$ cat config.mk
export PLATFORM = sky130hd
export DESIGN_NAME = if_id_stage_flat
export DESIGN_NICKNAME = d
export VERILOG_FILES = /design/src/rtl/if_id_stage_pkg.sv /design/src/rtl/if_id_stage_if.sv /design/src/rtl/if_id_stage_sat_counter.sv /design/src/rtl/if_id_stage.sv /design/src/flat_wrapper.sv
export SDC_FILE = /design/constraint.sdc
export NUM_CORES = 1
export LEC_CHECK = 0
export ABC_AREA = 1
export CAP_MARGIN = 0
export CORE_ASPECT_RATIO = 1.25
export CORE_MARGIN = 1.5
export CORE_UTILIZATION = 52
export CTS_CLUSTER_SIZE = 30
export DETAILED_ROUTE_END_ITERATION = 8
export PLACE_DENSITY = 0.95
export SYNTH_ARGS = -nofsm -noshare
export SYNTH_HDL_FRONTEND = slang
export SYNTH_HIERARCHICAL = 1
export SYNTH_SLANG_ARGS = --single-unit
$ cat constraint.sdc
create_clock -name clk -period 3.1 [get_ports clk]
set_input_delay 0.775 -clock clk [delete_from_list [all_inputs] [get_ports clk]]
set_output_delay 0.775 -clock clk [all_outputs]
set_load 0.1 [all_outputs]
$ cat src/rtl/if_id_stage_pkg.sv
// Shared definitions for the fetch stage: default reset PC, the NOP encoding
// injected on flush/reset, bit positions inside the hazard unit's Stall vector,
// and a helper that forces word alignment of a redirect target.
package if_id_stage_pkg;

  localparam logic [31:0] DEF_RESET_PC = 32'h0000_0000;
  localparam logic [31:0] DEF_NOP_INST = 32'h0000_0013;  // addi x0,x0,0

  localparam int unsigned STALL_EX_BIT = 1;
  localparam int unsigned STALL_ID_BIT = 0;

  function automatic logic [31:0] align_word(input logic [31:0] addr);
    return {addr[31:2], 2'b00};
  endfunction

endpackage

$ cat src/rtl/if_id_stage_if.sv
// Bus between the hazard unit / branch resolver / instruction memory and the
// fetch stage.
//   master: drives Stall, redirect_valid, redirect_pc, imem_inst
//   slave : the fetch stage; drives PC, IF/ID contents, flush request,
//           performance counters and sticky error flags
interface if_id_stage_if #(
  parameter int unsigned CNT_W = 16
);
  logic [1:0]       Stall;
  logic             redirect_valid;
  logic [31:0]      redirect_pc;
  logic [31:0]      imem_inst;
  logic [31:0]      pc_out;
  logic [31:0]      IF_ID_PC;
  logic [31:0]      IF_ID_inst;
  logic             IF_ID_valid;
  logic             ID_EX_flush;
  logic [CNT_W-1:0] stall_cnt;
  logic [CNT_W-1:0] flush_cnt;
  logic             stall_timeout;
  logic             misalign_err;

  modport master (
    output Stall, redirect_valid, redirect_pc, imem_inst,
    input  pc_out, IF_ID_PC, IF_ID_inst, IF_ID_valid, ID_EX_flush,
           stall_cnt, flush_cnt, stall_timeout, misalign_err
  );

  modport slave (
    input  Stall, redirect_valid, redirect_pc, imem_inst,
    output pc_out, IF_ID_PC, IF_ID_inst, IF_ID_valid, ID_EX_flush,
           stall_cnt, flush_cnt, stall_timeout, misalign_err
  );
endinterface

$ cat src/rtl/if_id_stage_sat_counter.sv
// Saturating up-counter with synchronous clear.
//   clk, rst_n : clock, asynchronous active-low reset
//   i_clr      : clear to zero (wins over i_inc)
//   i_inc      : increment by one unless already at MAX
//   o_count    : current count
module if_id_stage_sat_counter #(
  parameter int unsigned      WIDTH = 16,
  parameter logic [WIDTH-1:0] MAX   = '1
) (
  input  logic             clk,
  input  logic             rst_n,
  input  logic             i_clr,
  input  logic             i_inc,
  output logic [WIDTH-1:0] o_count
);

  logic [WIDTH-1:0] r_count;

  always_ff @(posedge clk or negedge rst_n) begin
    if (!rst_n) begin
      r_count <= '0;
    end else if (i_clr) begin
      r_count <= '0;
    end else if (i_inc && (r_count != MAX)) begin
      r_count <= r_count + WIDTH'(1);
    end
  end

  assign o_count = r_count;

endmodule

$ cat src/rtl/if_id_stage.sv
// Fetch-side pipeline stage: PC register plus IF/ID pipeline register.
//   clk, rstn : clock, asynchronous active-low reset
//   bus       : slave side of if_id_stage_if (stall vector, redirect, imem
//               data in; PC, IF/ID, ID/EX bubble request, counters, flags out)
// Per cycle: stall holds everything (redirect ignored), else a redirect loads
// the aligned target and squashes IF/ID, else sequential fetch.
module if_id_stage
  import if_id_stage_pkg::*;
#(
  parameter logic [31:0] RESET_PC  = DEF_RESET_PC,
  parameter logic [31:0] NOP_INST  = DEF_NOP_INST,
  parameter int unsigned CNT_W     = 16,
  parameter int unsigned STALL_MAX = 8
) (
  input logic          clk,
  input logic          rstn,
  if_id_stage_if.slave bus
);

  localparam int unsigned      RUN_W    = $clog2(STALL_MAX + 1);
  localparam logic [RUN_W-1:0] RUN_MAX  = RUN_W'(STALL_MAX);
  localparam logic [RUN_W-1:0] RUN_LAST = RUN_W'(STALL_MAX - 1);

  logic             w_stall;
  logic             w_redirect;
  logic [RUN_W-1:0] w_run_cnt;
  logic [CNT_W-1:0] w_stall_cnt;
  logic [CNT_W-1:0] w_flush_cnt;

  logic [31:0] r_pc;
  logic [31:0] r_if_id_pc;
  logic [31:0] r_if_id_inst;
  logic        r_if_id_valid;
  logic        r_timeout;
  logic        r_misalign;

  assign w_stall    = bus.Stall[STALL_EX_BIT] | bus.Stall[STALL_ID_BIT];
  // A branch held in ID by a stall is unresolved, so its redirect is dropped.
  assign w_redirect = bus.redirect_valid & ~w_stall;

  always_ff @(posedge clk or negedge rstn) begin
    if (!rstn) begin
      r_pc          <= RESET_PC;
      r_if_id_pc    <= '0;
      r_if_id_inst  <= NOP_INST;
      r_if_id_valid <= 1'b0;
    end else if (w_stall) begin
      r_pc          <= r_pc;
      r_if_id_pc    <= r_if_id_pc;
      r_if_id_inst  <= r_if_id_inst;
      r_if_id_valid <= r_if_id_valid;
    end else if (w_redirect) begin
      r_pc          <= align_word(bus.redirect_pc);
      r_if_id_pc    <= r_pc;
      r_if_id_inst  <= NOP_INST;
      r_if_id_valid <= 1'b0;
    end else begin
      r_pc          <= r_pc + 32'd4;
      r_if_id_pc    <= r_pc;
      r_if_id_inst  <= bus.imem_inst;
      r_if_id_valid <= 1'b1;
    end
  end

  // Sticky flags. The timeout sets on the edge that moves the run count
  // from STALL_MAX-1 to STALL_MAX.
  always_ff @(posedge clk or negedge rstn) begin
    if (!rstn) begin
      r_timeout  <= 1'b0;
      r_misalign <= 1'b0;
    end else begin
      if (w_stall && (w_run_cnt == RUN_LAST)) begin
        r_timeout <= 1'b1;
      end
      if (w_redirect && (bus.redirect_pc[1:0] != 2'b00)) begin
        r_misalign <= 1'b1;
      end
    end
  end

  if_id_stage_sat_counter #(.WIDTH(CNT_W)) u_stall_cnt (
    .clk(clk), .rst_n(rstn), .i_clr(1'b0), .i_inc(w_stall), .o_count(w_stall_cnt)
  );

  if_id_stage_sat_counter #(.WIDTH(CNT_W)) u_flush_cnt (
    .clk(clk), .rst_n(rstn), .i_clr(1'b0), .i_inc(w_redirect), .o_count(w_flush_cnt)
  );

  if_id_stage_sat_counter #(.WIDTH(RUN_W), .MAX(RUN_MAX)) u_run_cnt (
    .clk(clk), .rst_n(rstn), .i_clr(~w_stall), .i_inc(w_stall), .o_count(w_run_cnt)
  );

  assign bus.pc_out        = r_pc;
  assign bus.IF_ID_PC      = r_if_id_pc;
  assign bus.IF_ID_inst    = r_if_id_inst;
  assign bus.IF_ID_valid   = r_if_id_valid;
  assign bus.ID_EX_flush   = w_stall;
  assign bus.stall_cnt     = w_stall_cnt;
  assign bus.flush_cnt     = w_flush_cnt;
  assign bus.stall_timeout = r_timeout;
  assign bus.misalign_err  = r_misalign;

endmodule

$ cat src/flat_wrapper.sv
// flat-port wrapper written by rule: the top's interface ports become plain ports
module if_id_stage_flat import if_id_stage_pkg::*;
#(
  parameter logic [31:0] RESET_PC  = DEF_RESET_PC,
  parameter logic [31:0] NOP_INST  = DEF_NOP_INST,
  parameter int unsigned CNT_W     = 16,
  parameter int unsigned STALL_MAX = 8
)
  (clk, rstn, bus_Stall, bus_redirect_valid, bus_redirect_pc, bus_imem_inst, bus_pc_out, bus_IF_ID_PC, bus_IF_ID_inst, bus_IF_ID_valid, bus_ID_EX_flush, bus_stall_cnt, bus_flush_cnt, bus_stall_timeout, bus_misalign_err);
  if_id_stage_if #(.CNT_W(CNT_W)) bus_i ();
  input logic clk;
  input logic rstn;
  input wire logic [$bits(bus_i.Stall)-1:0] bus_Stall;
  input wire logic [$bits(bus_i.redirect_valid)-1:0] bus_redirect_valid;
  input wire logic [$bits(bus_i.redirect_pc)-1:0] bus_redirect_pc;
  input wire logic [$bits(bus_i.imem_inst)-1:0] bus_imem_inst;
  output wire logic [$bits(bus_i.pc_out)-1:0] bus_pc_out;
  output wire logic [$bits(bus_i.IF_ID_PC)-1:0] bus_IF_ID_PC;
  output wire logic [$bits(bus_i.IF_ID_inst)-1:0] bus_IF_ID_inst;
  output wire logic [$bits(bus_i.IF_ID_valid)-1:0] bus_IF_ID_valid;
  output wire logic [$bits(bus_i.ID_EX_flush)-1:0] bus_ID_EX_flush;
  output wire logic [$bits(bus_i.stall_cnt)-1:0] bus_stall_cnt;
  output wire logic [$bits(bus_i.flush_cnt)-1:0] bus_flush_cnt;
  output wire logic [$bits(bus_i.stall_timeout)-1:0] bus_stall_timeout;
  output wire logic [$bits(bus_i.misalign_err)-1:0] bus_misalign_err;
  assign bus_i.Stall = bus_Stall;
  assign bus_i.redirect_valid = bus_redirect_valid;
  assign bus_i.redirect_pc = bus_redirect_pc;
  assign bus_i.imem_inst = bus_imem_inst;
  assign bus_pc_out = bus_i.pc_out;
  assign bus_IF_ID_PC = bus_i.IF_ID_PC;
  assign bus_IF_ID_inst = bus_i.IF_ID_inst;
  assign bus_IF_ID_valid = bus_i.IF_ID_valid;
  assign bus_ID_EX_flush = bus_i.ID_EX_flush;
  assign bus_stall_cnt = bus_i.stall_cnt;
  assign bus_flush_cnt = bus_i.flush_cnt;
  assign bus_stall_timeout = bus_i.stall_timeout;
  assign bus_misalign_err = bus_i.misalign_err;
  if_id_stage #(.RESET_PC(RESET_PC), .NOP_INST(NOP_INST), .CNT_W(CNT_W), .STALL_MAX(STALL_MAX)) u_core (.clk(clk), .rstn(rstn), .bus(bus_i));
endmodule
**Yosys cells after proc, flatten, opt, wreduce, memory -nomap -nowiden**

Cells that the tools add are included.

- Multiply operators: 0
- Divide/modulo/power cells: 0
- Order comparisons: 0
- Muxes and demuxes: 5
- Equality and inequality tests: 5
- Bitwise logic cells: 3
- Reduce and logical (&&, ||, !) cells: 6
- Shifts and indexed selects: 0
- $add $sub $neg: 4

Operators with widths:

| cell | number |
|---|---|
| 32-bit 2-to-1 mux | 2 |
| 16-bit by 1-bit adder with 16-bit output (second input constant) | 2 |
| 32-bit by 3-bit adder with 32-bit output (second input constant) | 1 |
| 16-bit inequality test (second input constant) | 2 |
| 4-bit 2-to-1 mux | 2 |
| 1-bit logical AND | 5 |
| 4-bit by 1-bit adder with 4-bit output (second input constant) | 1 |
| 4-bit by 3-bit equality test with 1-bit output (second input constant) | 1 |
| 4-bit inequality test (second input constant) | 1 |
| 2-bit by 1-bit inequality test with 1-bit output (second input constant) | 1 |
| 2-bit nonzero test | 1 |
| 1-bit bitwise AND | 1 |
| 1-bit 2-to-1 mux | 1 |
| 1-bit inverter | 1 |
| 1-bit bitwise OR | 1 |

- Latch bits: 0
- Logic and storage cells: 32
- Input port bits: 69
- Output and inout port bits: 132
- Bits in read-only memories: 0
- Register bits: 135
- Memories kept: 0
- Bits in writable memories: 0

**Longest topological paths before layout**

- Depth after elaboration: 4
- Gate-level depth with buffers: 10

**By module**

The synthesis kept the hierarchy.

Modules (own cells, without submodules):

| module | times used | sequential area each (um2) | cells each | area each (um2) |
|---|---|---|---|---|
| if_id_stage | 1 | 2381.0 | 525 | 4549.4 |
| if_id_stage_sat_counter (u_core.u_flush_cnt ...) | 2 | 400.4 | 144 | 1037.2 |
| if_id_stage_sat_counter (u_core.u_run_cnt) | 1 | 100.1 | 34 | 259.0 |

**Least setup slack after synthesis**

OpenSTA, ideal clock, no wires.

- Path type: input to output
- Start point: in bus_Stall[0]
- End point: out bus_ID_EX_flush
- Slack: 716 ps
- Required time: 2325 ps
- Arrival time: 1609 ps
- Cell stages on the path: 4
- Path through: nor2_4 > inv_2 > buf_2 > buf_2

- Cells in the longest elaborated chain, start to end: 1

Ends and longest elaborated chain:

| element | RTL line | text |
|---|---|---|
| from (decl) | flat_wrapper.sv:13 | `input wire logic [$bits(bus_i.Stall)-1:0] bus_Stall;` |
| 1-bit bitwise OR | if_id_stage.sv:37 | `assign w_stall = bus.Stall[STALL_EX_BIT] \| bus.Stall[STALL_ID_BIT];` |
| to (decl) | flat_wrapper.sv:21 | `output wire logic [$bits(bus_i.ID_EX_flush)-1:0] bus_ID_EX_flush;` |

Every way passes these cells.

**Worst setup path after layout**

Ends and elaborated chain as after synthesis.

==> results list <==
- Result of the run: finished, final reports clean
* Leading cell type in the layout, fill and taps excluded: sky130_fd_sc_hd__nand2_1
* 1st-pass router iterations: 7
* Number of violations of the max-capacitance limit: 0
- Initial core utilization: 0.539
- R2R Setup Slk: 1.27 ns
* 1st-iter DRT viols: 541
- Net Sw Power: 3.41 mW
- The floorplan step set the die height to 132 microns.
* Overall overflow remaining after global route: 0
- The critical path is of the in2out type.
- Area growth syn-to-layout: 34.6%
- The number of setup buffers added after CTS is 0.
- Routed via count divided by cell count: 5.42
- Setup clock skew after layout: 0.00913 ns
- Crit path largest cell delay: 0.47 ns
- Input/output buffers: 196
- Sw Ratio: 0.466
- FP Rows: 46
* Area enclosed by the die boundary: 13900 sq um
- Sink Count: 131
- The number of global-route vias before repair came to 6574.
- Setup repair after global routing left no endpoint under its margin.
* Hold violation total from the final report: 0
- Critical path capture point type: output pin
- The number of gates resized after CTS was 0.
- In the synthesized netlist, the number of instances is 847.
* Number of synthesis warnings: 6
* PnR worst setup slack: 0.430 ns
* Ratio of cells with drive above 1 in the final layout: 0.206
- WP data arrival: 1.90 ns
* Total core area: 12800 sq um
* Via count: 6683
* Wire length of the first global-routing pass: 32000 microns
* Initial antenna violation count: 0
* Clock tree from TritonCTS: built
- Setup violations remaining at the end of the flow were counted as 0.
- After legalization and detailed placement, the total HPWL measured 13800 microns.
- Mean instance size in the synthesized netlist: 8.13 sq um
- The synthesized design contains 131 register bits.
- Summed over all cells, the static leakage comes to 4.55 nW.
- For this run, the total global-route usage over all layers was measured as 0.285.
* Total wire length after detailed routing: 19400 microns
- Number of nets in the finished design: 1126
- Dividing the final minimum period by the clock period gives 0.861.
- For the final routed database, the setup TNS stands at 0 ns.
- The count of pins over their slew limit is 0.
* TritonCTS buffer count: 17
- The internal power of the cells totals 3.90 mW.
* Die span in x: 106 microns
- Register area share after synthesis: 0.477
- Worst-path clk slew: 0.06 ns
- The root buffer cell chosen for the clock tree is sky130_fd_sc_hd__clkbuf_16.
- Post-Synthesis Cell Area: 6880 sq um
- Prior to clock tree synthesis, the placed netlist has a worst setup slack of 0.423 ns.
- Wire length per cell: 15.8 microns
* I/O pin count: 201
- The H-tree was split into 4 levels.
- For the finished layout, the period the worst path requires is 2.67 ns.
* Synth Flop Type: sky130_fd_sc_hd__dfrtp_1
- F_max: 374 MHz
* CTS Hold Buffers Added: 0
- The signal on the critical path passes through clkdlybuf4s50_1, nor2_4, inv_2, buf_12.
- EDFF count, synth: 0
- Antenna diode instance count: 0
- The worst-case IR drop observed on VDD is 714 uV.
- In the layout the commonest cells are 281 x sky130_fd_sc_hd__nand2_1, 137 x sky130_fd_sc_hd__buf_4, 128 x sky130_fd_sc_hd__dfrtp_1.
* Maximum clock path buffer count: 2
- Antenna violation net count after detailed routing: 0
- Latest clock arrival within the worst-skew pair: 0.40 ns
- Of the total power, registers draw 0.310.
- Of the total power, combinational logic draws 0.415.
* Library cell contributing the largest single delay on the critical path: sky130_fd_sc_hd__clkdlybuf4s50_1
- Classification of the worst-slack hold path: in2async
- Clock power frac: 0.275
* Largest net degree at the start of global routing: 73
- Of all flip-flops after synthesis, the portion carrying an async set or reset was 1.00.
- Routability-driven placement finished with a final weighted congestion of 0.888.
- For this run, design rule violations remaining after detail routing come to 0.
- STA classifies the critical path startpoint as an input port.
* Pwr per Cell Area: 788 nW/um^2
- Data required time at the worst endpoint: 2.32 ns
- Worst-path fanout max: 10
* Count of unique library cells instantiated by Yosys: 40
==> critical path: cells and delay by family <==
| kind | cells | cell delay (ns) |
|---|---|---|
| buf+inv | 3 | 0.80 |
| simple gates | 1 | 0.31 |
==> power by group through the flow <==
| stage | registers, mW | clock network [mW] | logic, mW |
|---|---|---|---|
| after floorplan | 3.98 | 0 | 0.571 |
| after global placement | 2.27 | 0 | 2.98 |
| after detailed placement | 2.27 | 0 | 3.03 |
| after CTS | 2.25 | 2.04 | 3.03 |
| after global routing | 2.30 | 2.11 | 3.15 |
| final | 2.26 | 2.01 | 3.03 |
==> final timing paths <==
check                                               from                            end  cells after the start
setup / recovery                            bus_Stall[0]                bus_ID_EX_flush                      4
hold / removal                                      rstn  u_core/u_flush_cnt/o_count[1]                      1
setup reg to reg           u_core/u_flush_cnt/o_count[0]  u_core/u_flush_cnt/o_count[2]                      9
hold reg to reg                  u_core/bus.IF_ID_PC[17]        u_core/bus.IF_ID_PC[17]                      2
max in group asynchronous                           rstn       u_core/bus.IF_ID_inst[4]                      2
min in group clk                 u_core/bus.IF_ID_PC[17]        u_core/bus.IF_ID_PC[17]                      2
==> cells by family (layout without fill, tap and decap cells) <==
family | Yosys count | after routing | share of synthesized area
flops | 131 | 131 | 0.477
compound gates | 123 | 123 | 0.121
xor+xnor | 18 | 18 | 0.0229
buf+inv | 113 | 321 | 0.0771
fa+ha+maj | 5 | 5 | 0.00909
simple gates | 456 | 456 | 0.292
other cells | 1 | 10 | 0.000545
==> Yosys cell counts (3+ instances only) <==
cell type / count / area share
sky130_fd_sc_hd__dfrtp_1: 128 / 0.47
sky130_fd_sc_hd__o22a_1: 3 / 0.0038
sky130_fd_sc_hd__nand2_1: 281 / 0.15
sky130_fd_sc_hd__buf_2: 9 / 0.0065
sky130_fd_sc_hd__nand3_1: 53 / 0.039
sky130_fd_sc_hd__a22o_1: 35 / 0.045
sky130_fd_sc_hd__inv_1: 71 / 0.039
sky130_fd_sc_hd__o21ai_0: 50 / 0.036
sky130_fd_sc_hd__xor2_1: 12 / 0.015
sky130_fd_sc_hd__buf_4: 4 / 0.0044
sky130_fd_sc_hd__o21bai_1: 9 / 0.0098
sky130_fd_sc_hd__nand2_2: 10 / 0.0091
sky130_fd_sc_hd__xnor2_1: 6 / 0.0076
sky130_fd_sc_hd__ha_1: 5 / 0.0091
sky130_fd_sc_hd__nand4_1: 19 / 0.017
sky130_fd_sc_hd__nor2_4: 10 / 0.016
sky130_fd_sc_hd__dfstp_2: 3 / 0.011
sky130_fd_sc_hd__buf_6: 4 / 0.0065
sky130_fd_sc_hd__o211ai_1: 9 / 0.0098
sky130_fd_sc_hd__nor2_1: 65 / 0.035
sky130_fd_sc_hd__nor2_2: 5 / 0.0045
sky130_fd_sc_hd__nand2_4: 5 / 0.0082
sky130_fd_sc_hd__o21ai_1: 4 / 0.0029
sky130_fd_sc_hd__clkbuf_1: 8 / 0.0044
sky130_fd_sc_hd__inv_4: 3 / 0.0027
sky130_fd_sc_hd__buf_1: 3 / 0.0016
sky130_fd_sc_hd__a21oi_1: 8 / 0.0058
sky130_fd_sc_hd__inv_2: 8 / 0.0044
==> layout make-up <==
class                   instances  area, sq um
inverters                      82          315
repair buffers                208         1770
well taps                     168          210
flip-flops and latches        131         3280
multi-input cells             612         3100
clock buffers                  21          450
clock inverters                10          134
fillers                       965         3510
==> state kept, by name, indices dropped and copies added, names as in the netlist <==
| signal | count |
|---|---|
| u_core/bus.stall_timeout | 1 |
| u_core/bus.IF_ID_PC | 30 |
| u_core/bus.pc_out | 30 |
| u_core/bus.misalign_err | 1 |
| u_core/u_stall_cnt/o_count | 16 |
| u_core/u_run_cnt/o_count | 4 |
| u_core/bus.IF_ID_inst | 32 |
| u_core/bus.IF_ID_valid | 1 |
| u_core/u_flush_cnt/o_count | 16 |
==> metal layers <==
layer	wire length, microns	GRT usage	up-vias
li1	-	-	3148
met5	0	0	-
met4	451	0.106	0
met1	7610	0.344	3170
met3	1340	0.0675	43
met2	10000	0.491	322
==> per-stage QoR <==
stage                util  hold WS, ns  total power, mW  instances  area (sq um)
global route        0.725        0.262             7.56       1232          9270
CTS                 0.725        0.251             7.32       1232          9270
finish              0.725        0.259             7.30       1232          9270
floorplan               -        0.479             4.55        856          6920
global placement    0.679        0.455             5.25       1201          8680
detailed placement  0.679        0.463             5.30       1201          8680
Note: power is estimated with default switching activity, not from simulation.
==> RTL edit 1, RTL diff (same settings) <==
`STALL_MAX` is set to 8 in 2 places; all go to 4.
--- a/src/rtl/if_id_stage.sv
+++ b/src/rtl/if_id_stage.sv
@@ -10,7 +10,7 @@
   parameter logic [31:0] RESET_PC  = DEF_RESET_PC,
   parameter logic [31:0] NOP_INST  = DEF_NOP_INST,
   parameter int unsigned CNT_W     = 16,
-  parameter int unsigned STALL_MAX = 8
+  parameter int unsigned STALL_MAX = 4
 ) (
   input logic          clk,
   input logic          rstn,
--- a/src/flat_wrapper.sv
+++ b/src/flat_wrapper.sv
@@ -4,7 +4,7 @@
   parameter logic [31:0] RESET_PC  = DEF_RESET_PC,
   parameter logic [31:0] NOP_INST  = DEF_NOP_INST,
   parameter int unsigned CNT_W     = 16,
-  parameter int unsigned STALL_MAX = 8
+  parameter int unsigned STALL_MAX = 4
 )
   (clk, rstn, bus_Stall, bus_redirect_valid, bus_redirect_pc, bus_imem_inst, bus_pc_out, bus_IF_ID_PC, bus_IF_ID_inst, bus_IF_ID_valid, bus_ID_EX_flush, bus_stall_cnt, bus_flush_cnt, bus_stall_timeout, bus_misalign_err);
   if_id_stage_if #(.CNT_W(CNT_W)) bus_i ();
Behaviour: not the same (Yosys sat finds a counterexample within 10 cycles, from zero or initial values and one cycle with rstn low).
==> RTL edit 1 against the unedited design <==
Power shrank 1.1%. Via count down 1.6%. Worst setup slack got worse by 61 ps. Sequential share of layout area about the same. Wire length decreased by 2.0%. Area after synthesis down 0.87%. Largest cell class unchanged. Design area fell by 0.72%. Sequential cell count fell by 1. Critical path type unchanged.
==> RTL edit 1: results (changes against the unedited design) <==
{| class="wikitable"
! Metric !! Value
|-
| Outcome || completed
|-
| Standby leakage power || 4.518 nW (-0.68%)
|-
| Seq/Total Area, Yosys || 47.74% (+0.053 points)
|-
| DP HPWL || 13270 um (-3.6%)
|-
| First-iteration detailed-routing DRC count || 607 (+12%)
|-
| Met3 Use GR || 5.685% (-1.1 points)
|-
| Total GRT Usage || 27.64% (-0.86 points)
|-
| Highest net fanout along the worst path || 20 (+10)
|-
| Register-to-Register Setup Slack || 1370 ps (+100 ps)
|-
| Global-route track usage on met2 || 48.14% (-0.93 points)
|-
| Wire length of the first global-routing pass || 29950 um (-6.3%)
|-
| Via count of the first global-routing pass || 6123 (-6.9%)
|-
| Top cells by count, synth || sky130_fd_sc_hd__nand2_1, sky130_fd_sc_hd__dfrtp_1, sky130_fd_sc_hd__inv_1, sky130_fd_sc_hd__nor2_1
|-
| R2R depth || 9 (unchanged)
|-
| Final weighted congestion in routability-driven placement || 0.8629 (-2.9%)
|-
| Avg WL per Cell || 15.62 um (-0.93%)
|-
| Number of vias in the routed layout || 6579 (-1.6%)
|-
| GRT met1 Usage || 33.83% (-0.60 points)
|-
| Pin count of the biggest net entering global routing || 67 (-8.2%)
|-
| Worst-Skew Late Latency || 420 ps (+20 ps)
|-
| Slowest Stage Delay on Critical Path || 490 ps (+20 ps)
|-
| Final net count || 1112 (-1.2%)
|-
| Highest ir drop seen on vdd || 0.5710 mV (-20%)
|-
| Top area cells in the synthesized netlist || sky130_fd_sc_hd__dfrtp_1, sky130_fd_sc_hd__nand2_1, sky130_fd_sc_hd__a22o_1
|-
| R2R Path Start || u_core/bus.pc_out[18]$_DFFE_PN0N_
|-
| Count of filler cells inserted in the layout || 935 (-3.1%)
|-
| Worst Clk Skew || 12.57 ps (+3.431 ps)
|-
| Number of distinct library cells after synthesis || 37 (-7.5%)
|-
| Detailed-router iteration count before antenna repair || 6 (-1)
|-
| Fraction of layout instances using a drive strength above 1 || 19.98% (-0.60 points)
|-
| Arrival @ worst endpoint || 1960 ps (+60 ps)
|}
-- RTL edit 1: cell count changes after synthesis, sizes merged, moves of 2 or more --
cell,change
buf,+5
clkbuf,-5
nand2,+2
nor2,-4
a21oi,+2
o21ai,-4
o21bai,+2
nand3,-5
-- RTL edit 1: kinds of logic after synthesis --
group           after synthesis  synth area share (%)
simple gates                449                 28.99
flops                       130                 47.74
compound gates              122                 12.21
buf+inv                     112                 7.775
xor+xnor                     18                 2.311
fa+ha+maj                     5                0.9169
other cells                   1               0.05496
-- RTL edit 1: per-layer routing --
layer  part of all wire (%)  up-vias
met5                      0        -
met4                    3.0        0
met3                    5.9       68
met2                     50      292
met1                     41     3123
li1                       -     3096
-- RTL edit 1: worst max-delay path by stage --
stage	endpoint	from	depth (start not counted)	slack, ps
2_1_floorplan	bus_ID_EX_flush	bus_Stall[0]	4	720
3_3_place_gp	bus_ID_EX_flush	bus_Stall[0]	4	380
3_5_place_dp	bus_ID_EX_flush	bus_Stall[0]	4	360
4_1_cts	bus_ID_EX_flush	bus_Stall[0]	4	370
5_1_grt	bus_ID_EX_flush	bus_Stall[0]	4	310
6_report	bus_ID_EX_flush	bus_Stall[0]	4	370
-- RTL edit 1: final cells by class --
| class | instances | share of cell area (%) |
|---|---|---|
| clock buffer | 20 | 4.964 |
| clock inverter | 12 | 1.686 |
| tap | 168 | 2.285 |
| inverter | 81 | 3.386 |
| timing repair buffer | 204 | 18.92 |
| sequential | 130 | 35.40 |
| multi-input combinational | 604 | 33.36 |
-- RTL edit 1: where the power goes --
part,switching (mW),internal [mW]
clock network,0.747,1.31
logic,2.32,0.624
registers,0.262,1.95
-- RTL edit 1: metrics by stage --
| stage | std cells | setup slack (ps) | instance area [um^2] | hold slack (ps) | util [%] |
|---|---|---|---|---|---|
| after floorplan | 846 | 718.7 | 6857 | 479.4 | - |
| after global placement | 1187 | 380.1 | 8588 | 455.9 | 67.52 |
| after detailed placement | 1187 | 364.6 | 8588 | 462.0 | 67.52 |
| after CTS | 1219 | 368.3 | 9200 | 336.6 | 72.33 |
| after global routing | 1219 | 312.7 | 9200 | 351.6 | 72.33 |
| final | 1219 | 368.6 | 9200 | 321.4 | 72.33 |
-- RTL edit 1: worst max-delay path: cells and delay by family --
family | cells | cell delay (ps)
AND/OR/NAND/NOR | 1 | 350
buffers and inverters | 3 | 830
==> RTL edit 2, RTL diff (config.mk and constraints unchanged) <==
Made on the original files. Make the reset (`rst_n` and `rstn`) synchronous in 3 clocked blocks. Comments in the files are not updated.
--- a/src/rtl/if_id_stage_sat_counter.sv
+++ b/src/rtl/if_id_stage_sat_counter.sv
@@ -16,7 +16,7 @@
 
   logic [WIDTH-1:0] r_count;
 
-  always_ff @(posedge clk or negedge rst_n) begin
+  always_ff @(posedge clk) begin
     if (!rst_n) begin
       r_count <= '0;
     end else if (i_clr) begin
--- a/src/rtl/if_id_stage.sv
+++ b/src/rtl/if_id_stage.sv
@@ -38,7 +38,7 @@
   // A branch held in ID by a stall is unresolved, so its redirect is dropped.
   assign w_redirect = bus.redirect_valid & ~w_stall;
 
-  always_ff @(posedge clk or negedge rstn) begin
+  always_ff @(posedge clk) begin
     if (!rstn) begin
       r_pc          <= RESET_PC;
       r_if_id_pc    <= '0;
@@ -64,7 +64,7 @@
 
   // Sticky flags. The timeout sets on the edge that moves the run count
   // from STALL_MAX-1 to STALL_MAX.
-  always_ff @(posedge clk or negedge rstn) begin
+  always_ff @(posedge clk) begin
     if (!rstn) begin
       r_timeout  <= 1'b0;
       r_misalign <= 1'b0;
Check against the original RTL: differs if rstn is asserted again (counterexample within 4 cycles, from zero or initial values and one cycle with rstn low); with rstn held inactive, the same outputs for 4 cycles.
==> RTL edit 2 against the unedited design <==
Worst setup slack better by 4.4 ps. Design area down 3.1%. Non-clock buffer count unchanged. Critical path type unchanged. Area after synthesis down 4.8%. Utilization up 1.0 points. Largest cell class is now multi-input gates. Sequential cell count unchanged. Wire length down 2.7%.
Power is not compared: it rests on default switching activity, and its combinational part moved more than twofold at a synthesized area within 25%.
==> RTL edit 2: results (changes against the unedited design) <==
{| class="wikitable"
! Metric !! Value
|-
| Outcome || completed
|-
| Top area cells in the synthesized netlist || sky130_fd_sc_hd__dfxtp_1, sky130_fd_sc_hd__nand2_1, sky130_fd_sc_hd__nor2_1
|-
| Avg WL per Cell || 14.11 um (-11%)
|-
| DP HPWL || 13550 um (-1.5%)
|-
| Post-cts repair resize count || 0 (unchanged)
|-
| Count of filler cells inserted in the layout || 995 (+3.1%)
|-
| Worst Clk Skew || 9.321 ps (+0.1863 ps)
|-
| Area of placed instances || 8329 um^2 (-4.1%)
|-
| Worst hold path class || reg2reg
|-
| Seq/Total Area, Yosys || 40.02% (-7.7 points)
|-
| Relative slew slack || 43.78%
|-
| Fraction of layout instances using a drive strength above 1 || 19.23% (-1.3 points)
|-
| Primary flip-flop cell chosen by synthesis mapping || sky130_fd_sc_hd__dfxtp_1
|-
| Highest net fanout along the worst path || 14 (+4)
|-
| Mapped Cells || 972 (+15%)
|-
| Top cells by count, synth || sky130_fd_sc_hd__nand2_1, sky130_fd_sc_hd__nor2_1, sky130_fd_sc_hd__dfxtp_1, sky130_fd_sc_hd__a21oi_1, sky130_fd_sc_hd__inv_1
|-
| Total GRT Usage || 28.03% (-0.47 points)
|-
| Slowest Stage Delay on Critical Path || 450 ps (-20 ps)
|-
| Wire length of the first global-routing pass || 29440 um (-7.9%)
|-
| Pin count of the biggest net entering global routing || 64 (-12%)
|-
| Final weighted congestion in routability-driven placement || 0.9246 (+4.1%)
|-
| Standby leakage power || 3.729 nW
|-
| First-iteration detailed-routing DRC count || 454 (-16%)
|-
| Ratio of routed vias to standard cells || 5.222 (-3.7%)
|-
| Initial antenna violation count || 0 (unchanged)
|-
| Pre-CTS setup slack || 432.2 ps (+9.201 ps)
|-
| Number of vias in the routed layout || 6992 (+4.6%)
|-
| Inst Count DP || 1307 (+8.8%)
|-
| Via count of the first global-routing pass || 6189 (-5.9%)
|-
| Async S/R FF share, synth || 0% (-100 points)
|-
| Detailed-router iteration count before antenna repair || 6 (-1)
|}
-- RTL edit 2: cell count changes after synthesis, moves of 7 or more --
cell,change
sky130_fd_sc_hd__a21oi_1,+84
sky130_fd_sc_hd__a22o_1,-29
sky130_fd_sc_hd__buf_4,+7
sky130_fd_sc_hd__clkbuf_1,+11
sky130_fd_sc_hd__dfrtp_1,-128
sky130_fd_sc_hd__dfxtp_1,+131
sky130_fd_sc_hd__inv_1,+16
sky130_fd_sc_hd__nand2_1,-23
sky130_fd_sc_hd__nand4_1,-8
sky130_fd_sc_hd__nor2_1,+73
sky130_fd_sc_hd__nor2_2,+7
sky130_fd_sc_hd__o211ai_1,-8
sky130_fd_sc_hd__o21bai_1,-9
-- RTL edit 2: worst paths after layout --
check | from | to | slack (ps) | cells after the start
hold reg to reg | u_core/bus.IF_ID_inst[19]$_SDFFE_PN0N_ | u_core/bus.IF_ID_inst[19]$_SDFFE_PN0N_ | 460 | 2
setup / recovery | bus_Stall[0] | bus_ID_EX_flush | 430 | 4
setup reg to reg | u_core/u_stall_cnt/o_count[1]$_SDFFE_PP0P_ | u_core/u_stall_cnt/o_count[15]$_SDFFE_PP0P_ | 1050 | 6
hold / removal | u_core/bus.IF_ID_inst[19]$_SDFFE_PN0N_ | u_core/bus.IF_ID_inst[19]$_SDFFE_PN0N_ | 460 | 2
-- RTL edit 2: layer usage --
layer | wire length (um) | global-route usage, %
met1 | 7494 | 33.75
met2 | 9222 | 46.87
met3 | 1466 | 6.410
met4 | 712 | 13.12
met5 | 0 | 0
-- RTL edit 2: layout make-up --
cell class / count / area, um^2 / share of cell area (%)
inverters: 94 / 352.8 / 3.928
clock buffers: 21 / 480.5 / 5.348
repair buffers: 208 / 1769 / 19.69
multi-input cells: 710 / 3379 / 37.62
flip-flops and latches: 131 / 2623 / 29.19
clock inverters: 11 / 173.9 / 1.936
well taps: 164 / 205.2 / 2.284
-- RTL edit 2: worst reg2reg max path, cell delays in order (launching register included) --
cell,delay [ps]
sky130_fd_sc_hd__dfxtp_1,410
sky130_fd_sc_hd__ha_1,230
sky130_fd_sc_hd__inv_1,50
sky130_fd_sc_hd__nor2_1,130
sky130_fd_sc_hd__nand4_1,680
sky130_fd_sc_hd__a21oi_1,370
sky130_fd_sc_hd__nor2_1,70
-- RTL edit 2: logic make-up after synthesis --
family                   count (synthesis)  synth area share [%]
AO/OA/AOI/OAI                          176                 14.38
XOR/XNOR                                10                 1.566
adder cells (fa/ha/maj)                  5                0.9546
buffers and inverters                  136                 8.782
flip-flops                             131                 40.02
other                                    1               0.05722
AND/OR/NAND/NOR                        513                 34.25
-- RTL edit 2: power by group --
part	leakage, nW	switching [mW]	internal [mW]
sequential	1.07	0.0561	1.75
combinational	2.35	0.669	0.230
clock	0.312	0.744	1.44
total	3.73	1.47	3.41
